File: src/rtl/i2cmb_wb_sequencer.sv
// Command sequencer in front of the I2CMB Wishbone slave: enables the core,
// then turns each byte-level I2C command into DPR/CMDR writes, an irq wait and status readback.
module i2cmb_wb_sequencer #(
  parameter int unsigned TIMEOUT_CYCLES = 65535,
  parameter logic [7:0]  CSR_INIT       = 8'hC0
) (
  input  logic       clk_i,
  input  logic       rst_i,
  input  logic       cmd_valid,
  output logic       cmd_ready,
  input  logic [2:0] cmd_op,
  input  logic [7:0] cmd_data,
  output logic       rsp_valid,
  input  logic       rsp_ready,
  output logic [7:0] rsp_data,
  output logic [4:0] rsp_status,
  output logic [1:0] adr_o,
  output logic [7:0] dat_o,
  input  logic [7:0] dat_i,
  output logic       we_o,
  output logic       cyc_o,
  output logic       stb_o,
  input  logic       ack_i,
  input  logic       irq_i
);

  localparam int unsigned      CNT_W    = $clog2(TIMEOUT_CYCLES + 1);
  localparam logic [CNT_W-1:0] CNT_LAST = CNT_W'(TIMEOUT_CYCLES - 1);
  localparam logic [CNT_W-1:0] CNT_MAX  = '1;

  localparam logic [1:0] ADR_CSR  = 2'd0;
  localparam logic [1:0] ADR_DPR  = 2'd1;
  localparam logic [1:0] ADR_CMDR = 2'd2;

  localparam logic [2:0] OP_WAIT     = 3'd0;
  localparam logic [2:0] OP_WRITE    = 3'd1;
  localparam logic [2:0] OP_READ_ACK = 3'd2;
  localparam logic [2:0] OP_READ_NAK = 3'd3;
  localparam logic [2:0] OP_SET_BUS  = 3'd6;

  typedef enum logic [2:0] {
    S_INIT, S_IDLE, S_WR_DPR, S_WR_CMDR, S_WAIT_IRQ, S_RD_CMDR, S_RD_DPR, S_RESP
  } state_e;

  // Each bus-access state walks setup -> bus (until ack) -> gap, so transfers never abut.
  typedef enum logic [1:0] {PH_SETUP, PH_BUS, PH_GAP} phase_e;

  state_e           state_q, state_d;
  phase_e           phase_q, phase_d;
  logic [2:0]       op_q, op_d;
  logic [7:0]       data_q, data_d;
  logic [CNT_W-1:0] cnt_q, cnt_d;
  logic             cyc_q, cyc_d;
  logic             we_q, we_d;
  logic [1:0]       adr_q, adr_d;
  logic [7:0]       dat_q, dat_d;
  logic             cmd_ready_q, cmd_ready_d;
  logic             rsp_valid_q, rsp_valid_d;
  logic [7:0]       rsp_data_q, rsp_data_d;
  logic [4:0]       rsp_status_q, rsp_status_d;

  logic is_xfer, xfer_done, wb_ack, cmd_accept, is_read, timeout_hit;

  assign is_xfer    = (state_q == S_INIT)    || (state_q == S_WR_DPR) ||
                      (state_q == S_WR_CMDR) || (state_q == S_RD_CMDR) ||
                      (state_q == S_RD_DPR);
  assign xfer_done  = is_xfer && (phase_q == PH_GAP);
  assign wb_ack     = cyc_q && ack_i;
  assign cmd_accept = (state_q == S_IDLE) && cmd_valid && cmd_ready_q;
  assign is_read    = (op_q == OP_READ_ACK) || (op_q == OP_READ_NAK);
  assign timeout_hit = (state_q == S_WAIT_IRQ) && !irq_i && (cnt_q == CNT_LAST);

  // State register (synchronous reset).
  always_ff @(posedge clk_i) begin
    if (rst_i) begin
      state_q      <= S_INIT;
      phase_q      <= PH_SETUP;
      op_q         <= '0;
      data_q       <= '0;
      cnt_q        <= '0;
      cyc_q        <= 1'b0;
      we_q         <= 1'b0;
      adr_q        <= '0;
      dat_q        <= '0;
      cmd_ready_q  <= 1'b0;
      rsp_valid_q  <= 1'b0;
      rsp_data_q   <= '0;
      rsp_status_q <= '0;
    end else begin
      // NOTE: non-blocking assignments so every flop samples pre-edge values.
      state_q      <= state_d;
      phase_q      <= phase_d;
      op_q         <= op_d;
      data_q       <= data_d;
      cnt_q        <= cnt_d;
      cyc_q        <= cyc_d;
      we_q         <= we_d;
      adr_q        <= adr_d;
      dat_q        <= dat_d;
      cmd_ready_q  <= cmd_ready_d;
      rsp_valid_q  <= rsp_valid_d;
      rsp_data_q   <= rsp_data_d;
      rsp_status_q <= rsp_status_d;
    end
  end

  // Next-state logic.
  always_comb begin
    // NOTE: defaults first so no path through this block infers a latch.
    state_d = state_q;
    phase_d = phase_q;
    op_d    = op_q;
    data_d  = data_q;
    cnt_d   = cnt_q;

    if (is_xfer) begin
      unique case (phase_q)
        PH_SETUP: phase_d = PH_BUS;
        PH_BUS:   if (wb_ack) phase_d = PH_GAP;
        default:  phase_d = PH_SETUP;
      endcase
    end

    case (state_q)
      S_INIT:    if (xfer_done) state_d = S_IDLE;
      S_IDLE: begin
        if (cmd_accept) begin
          op_d   = cmd_op;
          data_d = cmd_data;
          if (cmd_op == OP_WAIT || cmd_op == OP_WRITE || cmd_op == OP_SET_BUS)
            state_d = S_WR_DPR;
          else
            state_d = S_WR_CMDR;
        end
      end
      S_WR_DPR:  if (xfer_done) state_d = S_WR_CMDR;
      S_WR_CMDR: begin
        cnt_d = '0;
        if (xfer_done) state_d = S_WAIT_IRQ;
      end
      S_WAIT_IRQ: begin
        if (irq_i)            state_d = S_RD_CMDR;
        else if (timeout_hit) state_d = S_RESP;
        else                  cnt_d = (cnt_q == CNT_MAX) ? cnt_q : cnt_q + 1'b1;
      end
      // Data is only meaningful when the read byte actually completed (DON).
      S_RD_CMDR: if (xfer_done) state_d = (is_read && rsp_status_q[0]) ? S_RD_DPR : S_RESP;
      S_RD_DPR:  if (xfer_done) state_d = S_RESP;
      S_RESP:    if (rsp_ready) state_d = S_IDLE;
    endcase
  end

  // Output logic: next values of the registered bus and response outputs.
  always_comb begin
    cyc_d        = cyc_q;
    we_d         = we_q;
    adr_d        = adr_q;
    dat_d        = dat_q;
    rsp_data_d   = rsp_data_q;
    rsp_status_d = rsp_status_q;
    cmd_ready_d  = (state_d == S_IDLE);
    rsp_valid_d  = (state_d == S_RESP);

    if (is_xfer && phase_q == PH_SETUP) begin
      cyc_d = 1'b1;
      case (state_q)
        S_INIT:    begin we_d = 1'b1; adr_d = ADR_CSR;  dat_d = CSR_INIT;         end
        S_WR_DPR:  begin we_d = 1'b1; adr_d = ADR_DPR;  dat_d = data_q;           end
        S_WR_CMDR: begin we_d = 1'b1; adr_d = ADR_CMDR; dat_d = {5'b00000, op_q}; end
        S_RD_CMDR: begin we_d = 1'b0; adr_d = ADR_CMDR; dat_d = '0;               end
        default:   begin we_d = 1'b0; adr_d = ADR_DPR;  dat_d = '0;               end
      endcase
    end

    if (is_xfer && phase_q == PH_BUS && wb_ack) begin
      cyc_d = 1'b0;
      we_d  = 1'b0;
      if (state_q == S_RD_CMDR) rsp_status_d = {1'b0, dat_i[4], dat_i[5], dat_i[6], dat_i[7]};
      if (state_q == S_RD_DPR)  rsp_data_d   = dat_i;
    end

    if (cmd_accept) begin
      rsp_data_d   = '0;
      rsp_status_d = '0;
    end

    if (timeout_hit) begin
      rsp_data_d   = '0;
      rsp_status_d = 5'b10000;
    end
  end

  assign cyc_o      = cyc_q;
  assign stb_o      = cyc_q;
  assign we_o       = we_q;
  assign adr_o      = adr_q;
  assign dat_o      = dat_q;
  assign cmd_ready  = cmd_ready_q;
  assign rsp_valid  = rsp_valid_q;
  assign rsp_data   = rsp_data_q;
  assign rsp_status = rsp_status_q;

endmodule
File: config.mk
export PLATFORM = sky130hd
export DESIGN_NAME = i2cmb_wb_sequencer
export DESIGN_NICKNAME = d
export VERILOG_FILES = /design/src/rtl/i2cmb_wb_sequencer.sv
export SDC_FILE = /design/constraint.sdc
export NUM_CORES = 1
export LEC_CHECK = 0
export ABC_AREA = 0
export ABC_CLOCK_PERIOD_IN_PS = 5200
export CAP_MARGIN = 20
export CORE_MARGIN = 3
export CORE_UTILIZATION = 55
export CTS_BUF_LIST = sky130_fd_sc_hd__clkbuf_16
export DETAILED_ROUTE_END_ITERATION = 7
export MAX_ROUTING_LAYER = met4
export PLACE_DENSITY = 0.95
export SLEW_MARGIN = 10
export SYNTH_ARGS = -nofsm -noshare
export SYNTH_HDL_FRONTEND = slang
export SYNTH_SLANG_ARGS = --single-unit
File: constraint.sdc
create_clock -name clk_i -period 5.2 [get_ports clk_i]
set_input_delay 0.52 -clock clk_i [delete_from_list [all_inputs] [get_ports clk_i]]
set_output_delay 0.52 -clock clk_i [all_outputs]
set_load 0.03 [all_outputs]
### Word-level counts from Yosys, hierarchy flattened

Index checks and enable logic that the tools add are counted.
W data, S select, Z words.

* flip-flop bits (word level): 59
* input port bits: 25
* output and inout port bits: 28
* word-level logic and storage cells: 95

* add/sub/neg operators: 1
* equal/unequal tests: 21
* muxes and demuxes: 25
* reductions and logical operators: 34

Operators by type and width (number)
* $mux W16: 3
* $eq A16 B16 Y1 const B: 2
* $pmux W16 S2: 1
* $mux W3: 9
* $pmux W3 S8: 1
* $pmux W8 S3: 1
* $mux W5: 4
* $eq A3 B3 Y1 const B: 6
* $add A16 B1 Y16 const B: 1
* $eq A3 B2 Y1 const B: 4
* $logic_and A1 B1 Y1: 10
* $reduce_and A2 Y1: 5
* $eq A3 B1 Y1 const B: 3
* $ne A2 B2 Y1 const B: 4
* $pmux W2 S2: 2
* $logic_or A1 B1 Y1: 7
* $logic_not A3 Y1: 2
* $reduce_bool A3 Y1: 2
* $reduce_or A3 Y1: 2
* $reduce_and A4 Y1: 1
* $reduce_or A2 Y1: 2
* $mux W1: 3
* $eq A2 B1 Y1 const B: 1
* $eq A2 B2 Y1 const B: 1
* 4 further kinds: 4

### Longest topological paths before layout

* depth after elaboration: 10
* gate-level depth with buffers: 8

### Worst setup path before layout

OpenSTA, ideal clock, no wires.

* path type: input-to-reg
* start point: input port irq_i
* end point: register cnt_q[14]
* library setup time: 0.128 ns
* arrival time: 1.800 ns
* required time: 5.072 ns
* setup slack: 3.273 ns
* stages on the path: 5
* buffers on the path: 0
* path through: or4b_4 > a31o_4 > a2111oi_4 > xnor2_1 > nor2_1

* longest elaborated chain between the ends: 5
* elaborated cells between the ends (all ways): 6

Ends and longest elaborated chain
* start, declared: RTL line 24 `input logic irq_i`
* $logic_not A1 Y1: RTL line 71 `assign timeout_hit = (state_q == S_WAIT_IRQ) && !irq_i && (cnt_q == CNT_LAST);`
* $logic_and A1 B1 Y1 (2 in series): RTL line 71
* $ne A2 B2 Y1 (no source line)
* $reduce_and A4 Y1 (no source line) *
* end signal, assigned: RTL line 95 `cnt_q <= cnt_d;`
* end, declared: RTL line 52 `logic [CNT_W-1:0] cnt_q, cnt_d;`

Every way passes the cells marked *; elsewhere a longest branch is shown, timed or not.
A chain may end at the register's enable or synchronous reset.

### Final worst setup path

* start point: register state_q[0]
* end point: register rsp_data_q[3], in the netlist rsp_data[3]

* longest elaborated chain between the ends: 8
* elaborated cells between the ends (all ways): 19

Ends and longest elaborated chain
* start, declared: RTL line 48 `state_e state_q, state_d;`
* start signal, assigned: RTL line 91 `state_q <= state_d;`
* $eq A3 B2 Y1 or $logic_not A3 Y1 (tied branches): RTL line 64 `assign is_xfer = (state_q == S_INIT) || (state_q == S_WR_DPR) ||`
* $logic_or A1 B1 Y1 (2 in series): RTL line 64
* $logic_or A1 B1 Y1 (2 in series): RTL line 65 `(state_q == S_WR_CMDR) || (state_q == S_RD_CMDR) ||`
* $logic_and A1 B1 Y1 (2 in series): RTL line 175 `if (is_xfer && phase_q == PH_BUS && wb_ack) begin`
* $reduce_and A2 Y1 (no source line)
* end signal, assigned: RTL line 102 `rsp_data_q <= rsp_data_d;`
* end, declared: RTL line 59 `logic [7:0] rsp_data_q, rsp_data_d;`

Parallel ways exist; a longest one is shown, timed or not.

==> qor.yml <==
yosys:
  synth.top_cells.by_count: "59 x dfxtp_1, 41 x nor2_1, 40 x nand2_1"
  yosysMostFrequentCell: "dfxtp_1"
  yosys-top-cells-area: "dfxtp_1 44%, nor2_1 5.7%, nand2_1 5.5%"
  syn-cell-area_um2: 2710
  synth_warnings: 0
  ys_seq_area_share_pct: 43.58
  synth_cell_types: 49
  synth_edf_count: 0
  synth_nets: 344
  netlist_instances: 317
  yosysTopAreaCell: "dfxtp_1"
  ys_ff_latch: 59
  synthArstFlopShare_pct: 0
  syn_area_per_cell_um2: 8.549
  yosys.area.top_type_share_pct: 43.58
  ys.flop_type: "dfxtp_1"
critical_path:
  crit_path_start_kind: "register"
  cp_num_buf_inv: 0
  cp.required_ps: 5390
  crit_type: "register to register"
  crit_arrival_ps: 2710
  crit_cells: 5
  critical_path.max_fanout: 22
  slowest_delay_ps: 810
  cp_slowest_cell: "dfxtp_1"
  cp_cell_sequence: "nor3b_1 > and3_1 > nor2_1 > nand2_1 > nor2_1"
  rr_worst_depth: 5
  cpLargestDelayFamily: "simple AND/OR/NAND/NOR gates"
  endpoint_kind: "register"
  cp_common_cell: "nor2_1"
floorplan:
  die_y_um: 76.20
  die_w_um: 76.20
  placementRows: 24
  initial_core_util_pct: 59.37
  pin_count: 53
  die-area_um2: 5806
  coreArea_um2: 4564
flow_run:
  drv_cap: 0
drt:
  topRoutingLayerUsed: "met4"
  wl_met2_um: 3461
  dr.pass1.iters: 5
  viasPerCell: 5.761
  met1_length_um: 2686
  wl_um: 6751
  wl_per_cell_um: 15.66
  postRouteAntennaNets: 0
  drc: 0
  wl_met3_um: 492
  routed-via-count: 2483
  first_iter_violations: 168
sta:
  fmax_ghz: 0.3968
  hold_violations: 0
  fin_skew_ps: 6.826
  relSlewSlack_pct: 49.33
  fin_crit_ps: 2520
  worst_slack_ps: 2680
  rsz0062_at_grt: "no"
  timing_max_transition_violations_final: 0
  max_slew.worst_pin.slew_ps: 759.0
  period_share_pct: 48.46
  finalSetupViolations: 0
  timing.hold.ws_ps: 454.3
  fin_tns_setup_ps: 0
placed_design:
  place_area_um2: 3231
  gp_congestion: 0.9025
  portBuffers: 52
  dpl_worst_slack_ps: 2499
  hpwlAfterDp_um: 4521
cts:
  root_buffer: "clkbuf_16"
  clk_pin_slew_ps: 50
  post_cts_buffers: 0
  cts-buffers-inserted: 9
  cts.sinks: 59
  ctsHtreeMaxLevel: 3
  cts.hold.buffers_added: 0
  ctsResizeCount: 0
  cts_tree: "done"
  clock_latency_ps: 320
  clk_path_buf_depth: 2
power_and_ir_drop:
  p_per_area_nw_per_um2: 294.9
  irDropWorstVdd_v: 0.0001989
  power_mw: 1.030
  leakage_nw: 1.213
layout:
  layout.nets: 389
  drive_gt1_share_pct: 6.557
  antenna_cells: 0
  design_area_um2: 3493
  syn_to_final_growth_pct: 28.90
  fillers: 319
global_route:
  grt-ovfl-total: 0
  grt_pass1_wl_um: 11150
  track_usage_pct: 24.46
  first_global_vias: 2435
  grt_max_degree: 32
  antenna_found_initial: 0
outcome:
  outcome: "finished, final reports clean"
min_path:
  hp-class: "register to register"
  holdPathStages: 2
## sequential cells by signal, summed over array words and instances (netlist names)
register	count
cmd_ready	1
dat_o	8
we_o	1
data_q	8
rsp_valid	1
cnt_q	16
adr_o	2
phase_q	2
op_q	3
rsp_status	5
state_q	3
rsp_data	8
cyc_o	1
## path summary, 6_finish.rpt
check	slack (ps)	from	endpoint
worst max-delay path	2680	state_q[0]$_SDFF_PP0_	rsp_data[3]$_SDFFE_PP0P_
worst min-delay path	450	data_q[1]$_SDFFE_PP0P_	data_q[1]$_SDFFE_PP0P_
worst max register to register	2680	state_q[0]$_SDFF_PP0_	rsp_data[3]$_SDFFE_PP0P_
worst min register to register	450	data_q[1]$_SDFFE_PP0P_	data_q[1]$_SDFFE_PP0P_
## cells in the final DEF, fill, tap and decap left out, types with 2 or more instances in the layout
master,Yosys,routed
a211oi_1,7,7
a21oi_1,28,28
a22oi_1,3,3
a31oi_1,3,3
and2_1,3,3
and3_1,3,3
and4_1,3,3
clkbuf_16,0,9
clkdlybuf4s50_1,0,52
clkinv_2,0,3
dfxtp_1,59,59
ha_1,2,2
inv_1,7,9
mux2_2,3,3
mux2i_1,14,14
nand2_1,40,40
nand2b_1,2,2
nand3_1,13,13
nand3b_1,2,2
nand4_1,4,4
nor2_1,41,41
nor2b_1,3,3
nor3_1,9,9
nor3b_1,3,3
nor4_1,2,2
o211ai_1,2,2
o21ai_0,5,5
o22ai_1,2,2
o31ai_1,3,3
or3_1,2,2
xnor2_1,12,12
xor2_1,2,2
## logic make-up after synthesis
| group | after synthesis | synth area share, % |
|---|---|---|
| buffers and inverters | 26 | 3.970 |
| flip-flops | 59 | 43.58 |
| AND/OR/NAND/NOR | 136 | 24.65 |
| AO/OA/AOI/OAI | 63 | 15.93 |
| XOR/XNOR | 14 | 4.525 |
| adder cells (fa/ha/maj) | 2 | 0.9232 |
| multiplexers | 17 | 6.417 |
## worst min-delay path, cell delays in order, from the launching register on
cell	delay [ps]
dfxtp_1	300
nand2_1	50
a21oi_1	50
## stage by stage
stage               utilization, %  std cells
floorplan                        -        317
global placement             70.78        415
detailed placement           70.78        415
CTS                          76.29        430
global route                 76.54        431
finish                       76.54        431
## per-layer routing
layer,vias up,track usage [%]
met1,1152,27.79
met3,13,6.383
li1,1206,-
met4,0,10.69
met2,112,40.78
met5,-,-
## power by group
group	internal [mW]	leakage [nW]	switching (mW)
registers	0.458	0.477	0.00646
clock network	0.310	0.135	0.189
logic	0.0315	0.602	0.0352
## cell type report
type                       instances  area (um^2)  area share, %
clock buffer                       9        225.2          6.447
clock inverter                     6        26.28         0.7521
inverter                           7        26.28         0.7521
multi-input combinational        232         1421          40.69
sequential                        59         1181          33.81
tap                               65        81.33          2.328
timing repair buffer              53        531.8          15.22
(Power assumes the default switching activity.)
